**src/rtl/zest_bitslip_align_if.sv**
```systemverilog
// Bus bundle for zest_bitslip_align: start/frame in, bitslip and alignment status out.
interface zest_bitslip_align_if #(
    parameter int LANES = 8,
    parameter int DW    = 8
);
    logic             start;
    logic [DW-1:0]    frame;
    logic [LANES-1:0] bitslip;
    logic             busy;
    logic             locked;
    logic             fail;
    logic [3:0]       slip_cnt;
    logic [15:0]      err_cnt;

    modport master (
        output start, frame,
        input  bitslip, busy, locked, fail, slip_cnt, err_cnt
    );

    modport slave (
        input  start, frame,
        output bitslip, busy, locked, fail, slip_cnt, err_cnt
    );
endinterface

```
**src/rtl/zest_bitslip_align.sv**
```systemverilog
// Frame-pattern word aligner: slips all lanes of one AD9653 bank until the frame lane matches.
// Optional lock monitor (error count + automatic relock) enabled by `define ZEST_BITSLIP_MONITOR_EN.
module zest_bitslip_align #(
    parameter int            LANES     = 8,
    parameter int            DW        = 8,
    parameter logic [DW-1:0] FRAME_PAT = 8'hF0,
    parameter int            SETTLE    = 4,
    parameter int            CHECK_N   = 16
) (
    input logic                clk,
    input logic                rst_n,
    zest_bitslip_align_if.slave bus
);
    localparam logic [3:0] SETTLE_LAST = 4'(SETTLE - 1);
    localparam logic [7:0] MATCH_LAST  = 8'(CHECK_N - 1);
    localparam logic [3:0] SLIP_LAST   = 4'(DW - 1);

    typedef enum logic [2:0] {IDLE, WAIT, CHECK, SLIP, LOCKED, FAIL} state_t;

    state_t           state;
    logic [LANES-1:0] bitslip_r;
    logic             busy_r;
    logic             locked_r;
    logic             fail_r;
    logic [3:0]       slip_cnt_r;
    logic [3:0]       settle_cnt;
    logic [7:0]       match_cnt;
    logic             frame_ok;
`ifdef ZEST_BITSLIP_MONITOR_EN
    logic [15:0]      err_cnt_r;
    logic [1:0]       bad_run;
`endif

    assign frame_ok = (bus.frame == FRAME_PAT);

    // Status flags are written together with the state so they track it with no extra stage.
    always_ff @(posedge clk) begin
        if (!rst_n) begin
            state      <= IDLE;
            bitslip_r  <= '0;
            busy_r     <= 1'b0;
            locked_r   <= 1'b0;
            fail_r     <= 1'b0;
            slip_cnt_r <= '0;
            settle_cnt <= '0;
            match_cnt  <= '0;
`ifdef ZEST_BITSLIP_MONITOR_EN
            err_cnt_r  <= '0;
            bad_run    <= '0;
`endif
        end else begin
            bitslip_r <= '0;
            case (state)
                IDLE, FAIL: begin
                    if (bus.start) begin
                        state      <= WAIT;
                        busy_r     <= 1'b1;
                        locked_r   <= 1'b0;
                        fail_r     <= 1'b0;
                        slip_cnt_r <= '0;
                        settle_cnt <= '0;
                        match_cnt  <= '0;
`ifdef ZEST_BITSLIP_MONITOR_EN
                        err_cnt_r  <= '0;
`endif
                    end
                end
                LOCKED: begin
                    if (bus.start) begin
                        state      <= WAIT;
                        busy_r     <= 1'b1;
                        locked_r   <= 1'b0;
                        slip_cnt_r <= '0;
                        settle_cnt <= '0;
                        match_cnt  <= '0;
`ifdef ZEST_BITSLIP_MONITOR_EN
                        err_cnt_r  <= '0;
                        bad_run    <= '0;
                    end else if (!frame_ok) begin
                        if (err_cnt_r != 16'hFFFF) err_cnt_r <= err_cnt_r + 16'd1;
                        // Fourth bad word in a row means alignment was lost: realign from scratch.
                        if (bad_run == 2'd3) begin
                            state      <= WAIT;
                            busy_r     <= 1'b1;
                            locked_r   <= 1'b0;
                            slip_cnt_r <= '0;
                            settle_cnt <= '0;
                            match_cnt  <= '0;
                            bad_run    <= '0;
                        end else begin
                            bad_run <= bad_run + 2'd1;
                        end
                    end else begin
                        bad_run <= '0;
`endif
                    end
                end
                WAIT: begin
                    if (settle_cnt == SETTLE_LAST) begin
                        settle_cnt <= '0;
                        state      <= CHECK;
                    end else begin
                        settle_cnt <= settle_cnt + 4'd1;
                    end
                end
                CHECK: begin
                    if (frame_ok) begin
                        if (match_cnt == MATCH_LAST) begin
                            match_cnt <= '0;
                            state     <= LOCKED;
                            busy_r    <= 1'b0;
                            locked_r  <= 1'b1;
                        end else begin
                            match_cnt <= match_cnt + 8'd1;
                        end
                    end else begin
                        match_cnt <= '0;
                        // All DW phases tried once the counter reaches DW-1.
                        if (slip_cnt_r == SLIP_LAST) begin
                            state  <= FAIL;
                            busy_r <= 1'b0;
                            fail_r <= 1'b1;
                        end else begin
                            state <= SLIP;
                        end
                    end
                end
                SLIP: begin
                    bitslip_r  <= '1;
                    slip_cnt_r <= slip_cnt_r + 4'd1;
                    state      <= WAIT;
                end
                default: begin
                    state    <= IDLE;
                    busy_r   <= 1'b0;
                    locked_r <= 1'b0;
                    fail_r   <= 1'b0;
                end
            endcase
        end
    end

    assign bus.bitslip  = bitslip_r;
    assign bus.busy     = busy_r;
    assign bus.locked   = locked_r;
    assign bus.fail     = fail_r;
    assign bus.slip_cnt = slip_cnt_r;
`ifdef ZEST_BITSLIP_MONITOR_EN
    assign bus.err_cnt  = err_cnt_r;
`else
    assign bus.err_cnt  = '0;
`endif
endmodule

```
**src/flat_wrapper.sv**
```systemverilog
// flat-port wrapper written by rule: the top's interface ports become plain ports
module zest_bitslip_align_flat 
#(
    parameter int            LANES     = 8,
    parameter int            DW        = 8,
    parameter logic [DW-1:0] FRAME_PAT = 8'hF0,
    parameter int            SETTLE    = 4,
    parameter int            CHECK_N   = 16
)
  (clk, rst_n, bus_start, bus_frame, bus_bitslip, bus_busy, bus_locked, bus_fail, bus_slip_cnt, bus_err_cnt);
  zest_bitslip_align_if #(.LANES(LANES), .DW(DW)) bus_i ();
  input logic clk;
  input logic rst_n;
  input wire logic [$bits(bus_i.start)-1:0] bus_start;
  input wire logic [$bits(bus_i.frame)-1:0] bus_frame;
  output wire logic [$bits(bus_i.bitslip)-1:0] bus_bitslip;
  output wire logic [$bits(bus_i.busy)-1:0] bus_busy;
  output wire logic [$bits(bus_i.locked)-1:0] bus_locked;
  output wire logic [$bits(bus_i.fail)-1:0] bus_fail;
  output wire logic [$bits(bus_i.slip_cnt)-1:0] bus_slip_cnt;
  output wire logic [$bits(bus_i.err_cnt)-1:0] bus_err_cnt;
  assign bus_i.start = bus_start;
  assign bus_i.frame = bus_frame;
  assign bus_bitslip = bus_i.bitslip;
  assign bus_busy = bus_i.busy;
  assign bus_locked = bus_i.locked;
  assign bus_fail = bus_i.fail;
  assign bus_slip_cnt = bus_i.slip_cnt;
  assign bus_err_cnt = bus_i.err_cnt;
  zest_bitslip_align #(.LANES(LANES), .DW(DW), .FRAME_PAT(FRAME_PAT), .SETTLE(SETTLE), .CHECK_N(CHECK_N)) u_core (.clk(clk), .rst_n(rst_n), .bus(bus_i));
endmodule
```
**config.mk**
```make
export PLATFORM = sky130hd
export DESIGN_NAME = zest_bitslip_align_flat
export DESIGN_NICKNAME = d
export VERILOG_FILES = /design/src/rtl/zest_bitslip_align_if.sv /design/src/rtl/zest_bitslip_align.sv /design/src/flat_wrapper.sv
export SDC_FILE = /design/constraint.sdc
export NUM_CORES = 1
export LEC_CHECK = 0
export CAP_MARGIN = 20
export CORE_AREA = 2 2 59 61
export CTS_CLUSTER_DIAMETER = 80
export DETAILED_ROUTE_END_ITERATION = 7
export DIE_AREA = 0 0 61 63
export PLACE_DENSITY = 0.75
export SETUP_SLACK_MARGIN = 0.5
export SKIP_CTS_REPAIR_TIMING = 1
export SLEW_MARGIN = 5
export SYNTH_ARGS = -nofsm -noshare
export SYNTH_HDL_FRONTEND = slang
export SYNTH_SLANG_ARGS = --single-unit
```
**constraint.sdc**
```tcl
create_clock -name clk -period 2.3 [get_ports clk]
set_input_delay 0.46 -clock clk [delete_from_list [all_inputs] [get_ports clk]]
set_output_delay 0.46 -clock clk [all_outputs]
set_load 0.005 [all_outputs]
```
==> metrics.cfg <==
[outcome]
outcome = finished, final reports clean

[setup_path]
endpoint_kind = flop
cp_num_buf_inv = 0
cp_data_arrival_time_ns = 2.00
critPathRequiredTime_ns = 2.55
worst-path-max-fanout = 8
path_class = flop to flop
cp-start-kind = flop
cpMaxStageDelayCell = or4b_4
slowest_delay_ns = 0.55
critical-path-top-delay-family = simple AND/OR/NAND/NOR gates
path_cells = nor2b_2 > or4b_4 > or3_1 > a211oi_2

[routing]
drc = 0
postRouteAntennaNets = 0
drt_iter0_markers = 61
route.vias.total = 1237
viasPerCell = 5.18
drt_first_pass_iters = 4
drt-total-wl_mm = 2.94
wl_per_cell_microns = 12.3

[synth]
synth_edf_count = 0
syn_area_sq_mm = 0.00139
synth_top_area_share = 0.331
ys.flop_type = dfxtp_1
async_reset_ff_frac = 0
synth_common_cells = 23 x buf_4, 23 x dfxtp_1, 14 x a21oi_1
syn_inst = 169
ys_seq_area_frac = 0.331
synth_top_area_cell = dfxtp_1
synth.distinct_cells = 46
avgSynthCellArea_sq_um = 8.24
yosys_register_bits = 23
yosys_warnings = 0
synth_area_leaders = dfxtp_1 33%, buf_4 12%, a21oi_1 5.0%

[sta]
holdWs_ns = 0.504
finalSetupViolCount = 0
maxSlewHeadroom = 0.615
max_freq_mhz = 572
rsz0062_at_grt = true
finalCriticalPeriod_ns = 1.75
clock_skew_ns = 0.00181
tightest_slew_ns = 0.577
period_share = 0.760
hold_viol = 0
slew_viol_final = 0

[die]
fp.coreArea_sq_mm = 0.00323
start_util = 0.431
die_w_microns = 61
die_h_microns = 63
dieArea_sq_mm = 0.00384
placementRows = 21
ios = 42

[placement]
dp_hpwl_mm = 2.05
gp_congestion = 0.832
placedCellCount = 234
io_buffers = 25

[grt]
grt_overflow = 0
grt_usage = 0.153
antenna_found_initial = 0
grt_pass1_vias = 1042
grt_pass1_wl_mm = 4.57
grt_max_degree = 17

[cells_and_area]
fin_cells = 239
drive_gt1_frac = 0.161
fillCellCount = 294
diodes = 0
final_nets = 208
multiInputGateArea_sq_um = 826
register_area_sq_um = 472
syn_to_final_growth_pct = 24.3

[cts]
tritoncts = built
cts.sinks = 23
numCtsBuffers = 3
cts_max_path_buffers = 2
worst_skew_pair.late_latency_ns = 0.32
htreeDepth = 1
clk_pin_slew_ns = 0.12
clockRootBuffer = clkbuf_4

[power_and_ir_drop]
power_uw = 797
ir_drop_mv = 0.237
power_leakage_uw = 0.000657
p_per_area_mw_per_mm2 = 461

[worst_hold_path]
hold_class = flop to flop

[flow_run]
max_cap_viol_count = 0

-- state kept, by name, indices dropped and copies added, names as in the netlist --
name / count
u_core.bus.slip_cnt: 4
u_core.match_cnt: 8
u_core.settle_cnt: 4
u_core.state: 3
u_core.bus.busy: 1
u_core.bus.fail: 1
u_core.bus.locked: 1
u_core.bus.bitslip: 1
-- metrics by stage --
step / cell area (sq um) / utilization / setup slack, ns / TNS [ns]
after global routing: 1730 / 0.535 / 0.482 / 0
after global placement: 1620 / 0.501 / -0.0150 / -0.0150
after floorplan: 1460 / - / 0.414 / 0
after CTS: 1650 / 0.509 / 0.293 / 0
after detailed placement: 1620 / 0.501 / -0.0483 / -0.147
final: 1730 / 0.535 / 0.551 / 0
-- worst paths after layout --
check                                from                                to  slack [ns]  cells after the start
min          u_core.bus.fail$_SDFFE_PN0P_      u_core.bus.fail$_SDFFE_PN0P_        0.50                      1
min reg2reg  u_core.bus.fail$_SDFFE_PN0P_      u_core.bus.fail$_SDFFE_PN0P_        0.50                      1
max          u_core.state[0]$_SDFFE_PN0P_  u_core.match_cnt[7]$_SDFFE_PN0P_        0.55                      4
max reg2reg  u_core.state[0]$_SDFFE_PN0P_  u_core.match_cnt[7]$_SDFFE_PN0P_        0.55                      4
-- where the power goes --
group / switching (uW) / internal [uW] / leakage (uW)
clock: 124 / 68.0 / 0.0000150
combinational: 98.4 / 76.7 / 0.000453
sequential: 16.9 / 413 / 0.000189
total: 240 / 558 / 0.000657
-- metal layers --
metal	wire (microns)	track usage	up-vias
li1	-	-	628
met1	1330	0.216	558
met2	1410	0.224	47
met3	153	0.0269	4
met4	46	0.0679	0
met5	0	0	-
-- layout make-up --
cell class | count | area share
Sequential cell | 23 | 0.273
Clock buffer | 4 | 0.0152
Tap cell | 46 | 0.0333
Multi-Input combinational cell | 127 | 0.477
Timing Repair Buffer | 34 | 0.191
Inverter | 5 | 0.0108
-- layout by cell type (no fill, tap or decap), drive strengths merged, types with 5 or more instances in the layout --
cell type / synthesis / final
buf: 25 / 9
or3: 6 / 6
o21ai: 10 / 10
clkdlybuf4s50: 0 / 20
nand2: 11 / 11
dfxtp: 23 / 23
conb: 1 / 16
a21oi: 14 / 14
nor2: 10 / 10
inv: 5 / 5
nand3: 6 / 6
dlymetal6s2s: 0 / 5
-- logic make-up after synthesis --
family                     after synthesis  share of synthesized area
and+or+nand+nor                         60                      0.244
AOI/OAI and AO/OA                       42                      0.194
buffers and inverters                   34                      0.160
DFF                                     23                      0.331
muxes                                    4                     0.0288
adders and majority gates                3                     0.0270
xor gates and xnor gates                 2                     0.0126
other                                    1                    0.00269
(Power assumes the default switching activity.)
